`src/rtl/spi_flash_pkg.sv`:
```
// Shared definitions for the SPI flash access engines: opcodes, FSM states, address width.
package spi_flash_pkg;

   localparam int         ADDR_W       = 24;
   localparam logic [7:0] OP_READ      = 8'h03;
   localparam logic [7:0] OP_FAST_READ = 8'h0B;

   typedef enum logic [2:0] {
      IDLE,
      CSS,
      CMD,
      ADDR,
      DUMMY,
      DATA,
      CSH,
      DONE
   } state_t;

endpackage

```
`src/rtl/spi_sck_gen.sv`:
```
// SPI mode-0 clock generator: each bit is CLK_DIV low cycles then CLK_DIV high cycles while en is held.
module spi_sck_gen #(
   parameter int CLK_DIV = 2
) (
   input  logic sclk,
   input  logic rst,
   input  logic en,
   output logic sck,
   output logic rise,
   output logic fall
);

   localparam int CNT_W = (2 * CLK_DIV > 2) ? $clog2(2 * CLK_DIV) : 1;
   localparam logic [CNT_W-1:0] CNT_HALF = CNT_W'(CLK_DIV);
   localparam logic [CNT_W-1:0] CNT_LAST = CNT_W'(2 * CLK_DIV - 1);

   logic [CNT_W-1:0] r_cnt;
   logic [CNT_W-1:0] w_cnt_next;
   logic             r_sck;

   always_comb begin
      w_cnt_next = '0;
      if (en && (r_cnt != CNT_LAST)) begin
         w_cnt_next = r_cnt + 1'b1;
      end
   end

   // r_sck tracks the phase of the counter it is loaded alongside, so it is a clean flop output
   always_ff @(posedge sclk) begin
      if (rst) begin
         r_cnt <= '0;
         r_sck <= 1'b0;
      end else begin
         r_cnt <= w_cnt_next;
         r_sck <= (w_cnt_next >= CNT_HALF);
      end
   end

   assign sck  = r_sck;
   assign rise = en && (r_cnt == CNT_HALF);
   // last high cycle of a bit; sck drops at the next edge
   assign fall = en && (r_cnt == CNT_LAST);

endmodule

```
`src/rtl/spi_byte_read.sv`:
```
// SPI flash read engine (mode 0): READ + 24-bit address, then rd_len bytes shifted in MSB first.
// Define FAST_READ_EN to use opcode 0x0B with 8 dummy clocks ahead of the data phase.
module spi_byte_read
   import spi_flash_pkg::*;
#(
   parameter int CLK_DIV  = 2,
   parameter int CS_SETUP = 2,
   parameter int LEN_W    = 8
) (
   input  logic              sclk,
   input  logic              rst,
   input  logic              rd_start,
   input  logic [ADDR_W-1:0] rd_addr,
   input  logic [LEN_W-1:0]  rd_len,
   output logic              busy,
   output logic [7:0]        rd_data,
   output logic              rd_flag,
   output logic              rd_done,
   output logic              cs_n,
   output logic              sck,
   output logic              sdi,
   input  logic              sdo
);

`ifdef FAST_READ_EN
   localparam logic [7:0] OPCODE = OP_FAST_READ;
`else
   localparam logic [7:0] OPCODE = OP_READ;
`endif

   localparam int WAIT_W = (CS_SETUP > 1) ? $clog2(CS_SETUP) : 1;
   localparam logic [WAIT_W-1:0] WAIT_LAST = WAIT_W'(CS_SETUP - 1);

   state_t             r_state;
   state_t             w_state_next;
   logic [WAIT_W-1:0]  r_wait_cnt;
   logic [4:0]         r_bit_cnt;
   logic [LEN_W-1:0]   r_byte_cnt;
   logic [31:0]        r_shift;
   logic [6:0]         r_rx;
   logic [7:0]         r_rd_data;
   logic               r_rd_flag;

   logic               w_accept;
   logic               w_shift_en;
   logic               w_rise;
   logic               w_fall;
   logic               w_byte_end;

   assign w_accept   = (r_state == IDLE) && rd_start && (rd_len != '0);
   assign w_shift_en = (r_state == CMD) || (r_state == ADDR) ||
                       (r_state == DUMMY) || (r_state == DATA);
   assign w_byte_end = w_fall && (r_bit_cnt == 5'd7);

   spi_sck_gen #(
      .CLK_DIV (CLK_DIV)
   ) u_sck_gen (
      .sclk (sclk),
      .rst  (rst),
      .en   (w_shift_en),
      .sck  (sck),
      .rise (w_rise),
      .fall (w_fall)
   );

   always_ff @(posedge sclk) begin
      if (rst) begin
         r_state <= IDLE;
      end else begin
         r_state <= w_state_next;
      end
   end

   always_comb begin
      w_state_next = r_state;
      case (r_state)
         IDLE:  if (w_accept) w_state_next = CSS;
         CSS:   if (r_wait_cnt == WAIT_LAST) w_state_next = CMD;
         CMD:   if (w_byte_end) w_state_next = ADDR;
`ifdef FAST_READ_EN
         ADDR:  if (w_fall && (r_bit_cnt == 5'd23)) w_state_next = DUMMY;
`else
         ADDR:  if (w_fall && (r_bit_cnt == 5'd23)) w_state_next = DATA;
`endif
         DUMMY: if (w_byte_end) w_state_next = DATA;
         DATA:  if (w_byte_end && (r_byte_cnt == LEN_W'(1))) w_state_next = CSH;
         CSH:   if (r_wait_cnt == WAIT_LAST) w_state_next = DONE;
         DONE:  w_state_next = IDLE;
         default: w_state_next = IDLE;
      endcase
   end

   always_ff @(posedge sclk) begin
      if (rst) begin
         r_wait_cnt <= '0;
         r_bit_cnt  <= '0;
         r_byte_cnt <= '0;
         r_shift    <= '0;
         r_rx       <= '0;
         r_rd_data  <= '0;
         r_rd_flag  <= 1'b0;
      end else begin
         r_rd_flag <= 1'b0;

         if (w_state_next != r_state) begin
            r_wait_cnt <= '0;
         end else if ((r_state == CSS) || (r_state == CSH)) begin
            r_wait_cnt <= r_wait_cnt + 1'b1;
         end

         // bit counter restarts per phase, and per byte inside DATA
         if (w_state_next != r_state) begin
            r_bit_cnt <= '0;
         end else if (w_fall) begin
            if ((r_state == DATA) && (r_bit_cnt == 5'd7)) begin
               r_bit_cnt <= '0;
            end else begin
               r_bit_cnt <= r_bit_cnt + 5'd1;
            end
         end

         if (w_accept) begin
            r_byte_cnt <= rd_len;
         end else if ((r_state == DATA) && w_byte_end) begin
            r_byte_cnt <= r_byte_cnt - 1'b1;
         end

         // Loaded at accept: the opcode MSB is 0, so sdi stays low through CSS.
         // Zeros shift in behind the address, which keeps sdi low for DUMMY and DATA.
         if (w_accept) begin
            r_shift <= {OPCODE, rd_addr};
         end else if (w_fall) begin
            r_shift <= {r_shift[30:0], 1'b0};
         end

         if ((r_state == DATA) && w_rise) begin
            r_rx <= {r_rx[5:0], sdo};
            if (r_bit_cnt == 5'd7) begin
               r_rd_data <= {r_rx, sdo};
               r_rd_flag <= 1'b1;
            end
         end
      end
   end

   assign busy    = (r_state != IDLE);
   assign rd_done = (r_state == DONE);
   assign cs_n    = (r_state == IDLE) || (r_state == DONE);
   assign sdi     = r_shift[31];
   assign rd_data = r_rd_data;
   assign rd_flag = r_rd_flag;

endmodule

```
`config.mk`:
```
export PLATFORM = sky130hd
export DESIGN_NAME = spi_byte_read
export DESIGN_NICKNAME = d
export VERILOG_FILES = /design/src/rtl/spi_flash_pkg.sv /design/src/rtl/spi_sck_gen.sv /design/src/rtl/spi_byte_read.sv
export SDC_FILE = /design/constraint.sdc
export NUM_CORES = 1
export LEC_CHECK = 0
export BUFFER_PORTS_ARGS = -buffer_cell sky130_fd_sc_hd__buf_4
export CORE_ASPECT_RATIO = 0.6
export CORE_MARGIN = 2
export CORE_UTILIZATION = 40
export DETAILED_ROUTE_END_ITERATION = 6
export GPL_ROUTABILITY_DRIVEN = 1
export PLACE_DENSITY = 0.63
export REMOVE_ABC_BUFFERS = 1
export SYNTH_ARGS = -nofsm -noshare
export SYNTH_HDL_FRONTEND = slang
export SYNTH_SLANG_ARGS = --single-unit
```
`constraint.sdc`:
```
create_clock -name sclk -period 2.2 [get_ports sclk]
set_input_delay 0.33 -clock sclk [delete_from_list [all_inputs] [get_ports sclk]]
set_output_delay 0.33 -clock sclk [all_outputs]
set_load 0.02 [all_outputs]
```
==> results of run 1 <==
cell families after synthesis:
| family | Yosys count |
|---|---|
| simple gates | 185 |
| xor+xnor | 6 |
| mux | 9 |
| flops | 68 |
| fa+ha+maj | 5 |
| compound gates | 67 |
| buf+inv | 35 |
sequential cells by signal, summed over array words and instances (netlist names):
register and count:
r_rx 7, u_sck_gen.sck 1, u_sck_gen.r_cnt 2, rd_flag 1, r_wait_cnt 1, r_byte_cnt 8, r_state 3, r_shift 32
rd_data 8, r_bit_cnt 5
cell usage in the layout (no fill, tap or decap), types with 2 or more instances in the layout:
cell,n
a21oi_1,23
a2bb2oi_1,3
a311oi_1,24
a31oi_1,4
and2_1,2
and3_1,4
and3b_1,3
and4b_1,2
buf_12,2
buf_4,59
clkbuf_16,9
clkinv_2,3
clkinvlp_4,2
dfxtp_1,68
ha_1,5
inv_1,6
mux2i_1,9
nand2_1,88
nand2b_1,3
nand3_1,11
nand4_1,8
nor2_1,37
nor2b_1,3
nor3_1,7
nor4_1,6
nor4bb_1,2
o21ai_0,4
xnor2_1,5
through the flow:
stage,std cells,utilization (%)
finish,526,51.9
global route,526,51.9
CTS,526,51.9
detailed placement,511,48.4
global placement,511,48.4
floorplan,346,-
cells in the mapped netlist, types with 4 or more instances:
cell type	number
a21oi_1	23
a311oi_1	24
a31oi_1	4
and3_1	4
buf_2	10
clkbuf_1	15
dfxtp_1	68
ha_1	5
inv_1	6
mux2i_1	9
nand2_1	88
nand3_1	11
nand4_1	8
nor2_1	38
nor3_1	7
nor4_1	6
o21ai_0	4
xnor2_1	5
worst max-delay path, stage by stage (launching register included):
cell and delay, ns:
dfxtp_1 0.65, and4b_1 0.53, nand2_1 0.18, or2_2 0.30
a31oi_1 0.15
routing by layer:
layer  global-route usage, %  part of all wire, %  up-vias
li1                        -                    -     1409
met1                    29.2                   54     1284
met2                    22.3                   38       71
met3                    6.35                  5.9        9
met4                    5.49                  1.2        0
met5                       0                    0        -
worst paths after layout:
path	start	to	slack, ns	cells past startpoint
worst min-delay path	sdo	r_rx[0]	0.25	3
worst max-delay path	r_state[2]	r_byte_cnt[1]	0.32	4
worst min register to register	r_shift[27]	r_shift[27]	0.45	2
worst max register to register	r_state[2]	r_byte_cnt[1]	0.32	4
final cells by class:
cell class | count | area (sq um)
clock inverter | 5 | 30.0
fill | 722 | 3540
sequential | 68 | 1360
timing repair buffer | 61 | 483
clock buffer | 10 | 229
tap | 104 | 130
multi-input combinational | 272 | 1560
inverter | 6 | 22.5
power by group:
group	switching, mW	internal, mW
clock network	0.523	0.749
registers	0.0438	1.30
logic	0.155	0.135
total	0.721	2.18
==> impl_metrics.json, run 1 <==
{
  "dieHeight_microns": 71.9,
  "clock.fmax_mhz": 531,
  "cts_tree": "yes",
  "power_mw": 2.90,
  "cts_buffers": 9,
  "drtAntennaViolNets": 0,
  "antenna_found_initial": 0,
  "die_area_sq_um": 8410,
  "antenna_cells": 0,
  "synth_warnings": 0,
  "syn_to_final_growth_pct": 24.4,
  "worst-endpoint-required_ns": 2.46,
  "ys_seq_area_share_pct": 44.4,
  "synthFlopType": "dfxtp_1",
  "dp_hpwl_microns": 4900,
  "path_clk_slew_ns": 0.06,
  "root_buffer": "clkbuf_16",
  "fin_area_sq_um": 3820,
  "powerDensity_nw_per_um2": 760,
  "cap_violations": 0,
  "fp-row-count": 24,
  "status": "finished, final reports clean",
  "cts.repair.resized": 0,
  "yosys.area_share.simple_pct": 28.6,
  "drt-wirelength-per-cell_microns": 13.6,
  "layout-drive-gt1-share_pct": 19.4,
  "first_iter_violations": 235,
  "synth-xor-area-share_pct": 1.71,
  "io_buffers": 49,
  "core-area_sq_um": 7360,
  "grt_pass1_wl_microns": 11800,
  "ys_ff_latch": 68,
  "drt_wl_total_microns": 7160,
  "post-route-period-util_pct": 85.6,
  "synth_compound_area_share_pct": 15.3,
  "synth.avg_cell_area_sq_um": 8.18,
  "critPathArrivalTime_ns": 2.14,
  "dieWidth_microns": 117,
  "num_vias": 2773,
  "tns_ns": 0,
  "worst_hold_slack_ns": 0.247,
  "netlist_area_sq_um": 3070,
  "synthMuxAreaShare_pct": 2.94,
  "tightestPinTransition_ns": 0.558,
  "dr.pass1.iters": 5,
  "routabilityCongestion": 0.785,
  "synthAdderAreaFrac_pct": 2.04,
  "start_util_pct": 41.7,
  "dpl-instance-area_sq_um": 3560,
  "async_reset_ff_share_pct": 0,
  "cp-end-kind": "flop",
  "cp-start-kind": "flop",
  "path_class": "reg -> reg",
  "finalMaxSlewViolations": 0,
  "grt_max_degree": 60,
  "grt_pass1_vias": 2400,
  "post_synth_num_cell_types": 45,
  "synth-edff-count": 0,
  "clk_latency_ns": 0.34,
  "synth.largest_area_cell": "dfxtp_1",
  "cts.hold.buffers_added": 0,
  "finalSetupViolCount": 0,
  "fin_ws_ns": 0.317,
  "period_minus_slack_ns": 1.88,
  "drc": 0,
  "ios": 50,
  "ys_top_cells_by_area": "dfxtp_1 44%, nand2_1 11%, a311oi_1 6.8%",
  "postCtsSetupBuffers": 0,
  "slew_headroom_pct": 62.8,
  "finalClockSkew_ns": 0.00836,
  "crit_fanout": 15,
  "synth_top_area_share_pct": 44.4,
  "cts_sinks": 68,
  "hp-class": "in -> reg",
  "final_hold_viol_count": 0,
  "preCtsSetupSlack_ns": 0.202,
  "p_leak_nw": 1.42,
  "grt_util_all_layers_pct": 18.3,
  "htreeDepth": 3,
  "synth_top_family_by_area": "simple AND/OR/NAND/NOR gates",
  "ir_worst_vdd_mv": 0.392,
  "clockBufferDepth": 2,
  "grt_overflow": 0,
  "rsz0062_at_grt": "no",
  "final_net_count": 459,
  "drt-vias-per-instance": 5.27,
  "synthCells": 375
}
Power figures use the tool's default switching activity.
==> run 2: changes to the inputs <==
--- a/config.mk
+++ b/config.mk
@@ -12,6 +12,7 @@
 export DETAILED_ROUTE_END_ITERATION = 6
 export GPL_ROUTABILITY_DRIVEN = 1
 export PLACE_DENSITY = 0.63
+export RECOVER_POWER = 100
 export REMOVE_ABC_BUFFERS = 1
 export SYNTH_ARGS = -nofsm -noshare
 export SYNTH_HDL_FRONTEND = slang
==> run 2 against run 1 <==
Net effect: cell area is 1.6% lower; register-to-register slack hardly changed; combinational power is 1% lower; power is 0.20% lower; sequential share of layout area is 0.57 points higher; critical path depth is 1 lower; via count is 0.76% higher; largest power group unchanged.
==> impl_metrics.json, run 2 (synthesis gave the netlist of run 1 again) <==
{
  "status": "finished, final reports clean",
  "worstPathCellList": "and3_1 -> nand2b_1 -> clkbuf_1",
  "drt_wl_total_microns": 7200,
  "path_class": "reg -> out",
  "fin_ws_ns": 0.293,
  "grt_overflow": 0,
  "finalMaxSlewViolations": 0,
  "dpl-instance-area_sq_um": 3560,
  "grt_pass1_vias": 2400,
  "dr.pass1.iters": 5,
  "fp-row-count": 24,
  "drtAntennaViolNets": 0,
  "final_common_cell": "nand2_1",
  "die_area_sq_um": 8410,
  "clk_latency_ns": 0.33,
  "drt-vias-per-instance": 5.31,
  "antenna_found_initial": 0,
  "crit_fanout": 15,
  "cts_tree": "yes",
  "grt_pass1_wl_microns": 11800,
  "final_net_count": 459,
  "tightestPinTransition_ns": 0.568,
  "met2_length_microns": 2750,
  "io_buffers": 49,
  "cts.hold.buffers_added": 0,
  "post-route-period-util_pct": 86.7,
  "dieWidth_microns": 117,
  "first_iter_violations": 237,
  "root_buffer": "clkbuf_16",
  "power_mw": 2.90,
  "cap_violations": 0,
  "hp-class": "in -> reg",
  "start_util_pct": 41.7,
  "tns_ns": 0,
  "cp-end-kind": "primary output",
  "routabilityCongestion": 0.785,
  "path_clk_slew_ns": 0.05,
  "worst-endpoint-required_ns": 1.87,
  "worst_hold_slack_ns": 0.249,
  "finalSetupViolCount": 0,
  "worst_path_max_delay_cell": "dfxtp_1",
  "final_hold_viol_count": 0,
  "syn_to_final_growth_pct": 22.5,
  "htreeDepth": 3,
  "preCtsSetupSlack_ns": 0.202,
  "final_cells": 526,
  "clock.fmax_mhz": 524,
  "cts_buffers": 9,
  "clockBufferDepth": 2,
  "largest_reg_flops": 32,
  "ir_worst_vdd_mv": 0.391,
  "cts_sinks": 68,
  "dp_hpwl_microns": 4900,
  "period_minus_slack_ns": 1.91,
  "slew_headroom_pct": 62.1,
  "drc": 0,
  "ios": 50,
  "cp-start-kind": "flop",
  "powerDensity_nw_per_um2": 770,
  "dieHeight_microns": 71.9,
  "fin_area_sq_um": 3760,
  "critPathArrivalTime_ns": 1.58,
  "regMostFlops": "r_shift",
  "num_vias": 2794,
  "core-area_sq_um": 7360,
  "top_layer": "met4",
  "finalClockSkew_ns": 0.00585,
  "dp.cells": 511,
  "postCtsSetupBuffers": 0,
  "cp_slowest_stage_delay_ns": 0.65,
  "cts.repair.resized": 0,
  "layout-drive-gt1-share_pct": 15.6,
  "antenna_cells": 0,
  "rsz0062_at_grt": "no",
  "grt_max_degree": 60,
  "grt_util_all_layers_pct": 18.3,
  "drt-wirelength-per-cell_microns": 13.7,
  "met1Wirelength_microns": 3980,
  "utilization_pct": 51.1,
  "routed-wl-met3_microns": 403,
  "p_leak_nw": 1.35,
  "most-common-layout-cells": "88 x nand2_1, 68 x dfxtp_1, 43 x buf_4, 37 x nor2_1, 24 x a311oi_1"
}
## run 2: path summary, 6_finish.rpt
check	slack, ns	cells past startpoint	startpoint	end
worst min-delay path	0.25	3	rd_addr[0]	r_shift[0]
worst max register to register	0.33	4	r_state[2]	r_byte_cnt[1]
worst max-delay path	0.29	3	r_state[1]	cs_n
worst min register to register	0.45	2	r_shift[27]	r_shift[27]
## run 2: worst max-delay path: cells and delay by family (launching register included)
family / cells / cell delay [ns]
flops: 1 / 0.65
simple gates: 2 / 0.37
buf+inv: 1 / 0.23
## run 2: area by class of cell
class	count	area (sq um)
fill	740	3600
timing repair buffer	61	423
tap	104	130
clock buffer	10	229
multi-input combinational	272	1560
sequential	68	1360
clock inverter	5	30.0
inverter	6	22.5
## run 2: metal layers
metal,vias up,global-route usage [%]
met1,1301,29.2
met3,8,6.35
met2,79,22.3
met5,-,0
met4,0,5.49
li1,1406,-
## run 2: power by group
part	switching, mW	internal (mW)	total [mW]	leakage (nW)
clock	0.520	0.749	1.27	0.124
combinational	0.156	0.131	0.286	0.674
sequential	0.0439	1.30	1.34	0.555
total	0.720	2.18	2.90	1.35
==> run 3: changes to the inputs <==
==> constraint.sdc (replaced) <==
create_clock -name sclk -period 2.2 [get_ports sclk]
set_input_delay 0.22 -clock sclk [delete_from_list [all_inputs] [get_ports sclk]]
set_output_delay 0.22 -clock sclk [all_outputs]
set_load 0.02 [all_outputs]
==> run 3 against run 2 <==
Net effect: die area unchanged; count of clock-buffer cells in the layout down 1; via count shrank 2.2%; critical path depth grew 3; core utilization increased by 1.2 points; flip-flop and latch count did not move; global-route usage decreased by 0.44 points; sequential share of layout area is 0.85 points lower.
==> impl_metrics.json, run 3 (synthesis gave the netlist of run 1 again) <==
{
  "core-area_sq_um": 7360,
  "dieWidth_microns": 117,
  "syn_to_final_growth_pct": 25.4,
  "first_iter_violations": 248,
  "final_net_count": 460,
  "utilization_pct": 52.3,
  "ios": 50,
  "drt-wirelength-per-cell_microns": 13.4,
  "multi_input_area_sq_um": 1560,
  "hold_end": "r_shift[0]",
  "critPathArrivalTime_ns": 2.25,
  "final_hold_viol_count": 0,
  "cap_violations": 0,
  "grt_max_degree": 48,
  "cts_tree": "yes",
  "slew_headroom_pct": 65.1,
  "cts_sinks": 68,
  "crit_fanout": 9,
  "finalClockSkew_ns": 0.00635,
  "tightestPinTransition_ns": 0.523,
  "postCtsSetupBuffers": 0,
  "preCtsSetupSlack_ns": 0.266,
  "htreeDepth": 3,
  "worst_path_max_delay_cell": "nor4bb_1",
  "routabilityCongestion": 0.772,
  "dp_hpwl_microns": 4900,
  "power_mw": 3.37,
  "regArea_sq_um": 1360,
  "io_buffers": 49,
  "fin_ws_ns": 0.202,
  "antenna_found_initial": 0,
  "powerDensity_nw_per_um2": 876,
  "most-common-layout-cells": "88 x nand2_1, 68 x dfxtp_1, 44 x buf_4, 37 x nor2_1, 24 x a311oi_1",
  "path_class": "reg -> reg",
  "dr.pass1.iters": 4,
  "period_minus_slack_ns": 2.00,
  "p_leak_nw": 1.40,
  "start_util_pct": 41.7,
  "clockBufferDepth": 2,
  "largest_reg_flops": 32,
  "layout-drive-gt1-share_pct": 15.8,
  "cts_buffers": 9,
  "worst-endpoint-required_ns": 2.45,
  "cp_slowest_stage_delay_ns": 0.48,
  "min_path_cells": 3,
  "grt_pass1_wl_microns": 11700,
  "root_buffer": "clkbuf_16",
  "drtAntennaViolNets": 0,
  "clock.fmax_mhz": 501,
  "status": "finished, final reports clean",
  "fin_area_sq_um": 3850,
  "dieHeight_microns": 71.9,
  "drt-vias-per-instance": 5.18,
  "clk_latency_ns": 0.33,
  "cp-end-kind": "flop",
  "grt_pass1_vias": 2519,
  "hp-class": "in -> reg",
  "grt_util_all_layers_pct": 17.9,
  "cp-start-kind": "flop",
  "r2r-start": "r_bit_cnt[0]",
  "path_clk_slew_ns": 0.05,
  "post-route-period-util_pct": 90.8,
  "ir_worst_vdd_mv": 0.342,
  "nFillCells": 732,
  "worstHoldStart": "rd_addr[0]",
  "finalSetupViolCount": 0,
  "cts.repair.resized": 0,
  "antenna_cells": 0,
  "num_vias": 2732,
  "grt_overflow": 0,
  "fp-row-count": 24,
  "rsz0062_at_grt": "no",
  "reg2regPathDepth": 6,
  "crit_path_start": "r_bit_cnt[0]",
  "die_area_sq_um": 8410,
  "worstPathCellList": "ha_1 -> nor4bb_1 -> buf_4 -> nand2_1 -> or2_2 -> a31oi_1",
  "rrSetupSlack_ns": 0.20,
  "regMostFlops": "r_shift",
  "drc": 0,
  "drt_wl_total_microns": 7040,
  "finalMaxSlewViolations": 0,
  "dpl-instance-area_sq_um": 3550,
  "final_common_cell": "nand2_1",
  "rr_endpoint": "r_byte_cnt[1]",
  "cts.hold.buffers_added": 0
}
## run 3: cell types whose count changed in the layout (fill, tap and decap cells not counted)
cell / previous run / this run
clkinv_4: 0 / 2
nand4_1: 8 / 9
clkinv_2: 3 / 0
clkbuf_1: 17 / 16
bufinv_16: 0 / 4
buf_12: 2 / 1
clkbuf_2: 0 / 1
buf_4: 43 / 44
nand4_2: 1 / 0
clkinvlp_4: 2 / 0
## run 3: routing by layer
layer / global-route usage, % / up-vias / part of all wire, %
met4: 6.67 / 0 / 1.4
met3: 5.41 / 10 / 6.6
met1: 25.6 / 1235 / 53
met2: 25.2 / 73 / 39
met5: 0 / - / 0
li1: - / 1414 / -
## run 3: metrics by stage
step / hold WS (ns) / std cells / TNS, ns
floorplan: 0.289 / 346 / -12.10
global placement: 0.439 / 512 / 0
detailed placement: 0.446 / 512 / 0
CTS: 0.131 / 527 / 0
global route: 0.147 / 527 / 0
finish: 0.137 / 527 / 0
## run 3: layout make-up
type	instances	share of cell area, %
Multi-Input combinational cell	272	40.4
Timing Repair Buffer	62	10.8
Sequential cell	68	35.4
Clock inverter	6	3.58
Inverter	6	0.585
Tap cell	104	3.38
Clock buffer	9	5.85
## run 3: worst max path at each step
stage                               end  slack [ns]
after floorplan             r_shift[26]       -0.37
after global placement    r_byte_cnt[1]        0.26
after detailed placement  r_byte_cnt[1]        0.27
final                     r_byte_cnt[1]        0.20
after CTS                 r_byte_cnt[1]        0.21
after global routing         r_wait_cnt        0.04
## run 3: critical path, delay by kind of cell, from the launching register on
family / cells / cell delay [ns]
and+or+nand+nor: 3 / 0.90
DFF: 1 / 0.38
buffers and inverters: 1 / 0.26
adders and majority gates: 1 / 0.21
AOI/OAI and AO/OA: 1 / 0.17
## run 3: power by group
group          switching [mW]  internal, mW  total (mW)
registers              0.0451          1.30        1.34
clock network           0.525          1.22        1.74
logic                   0.152         0.134       0.287
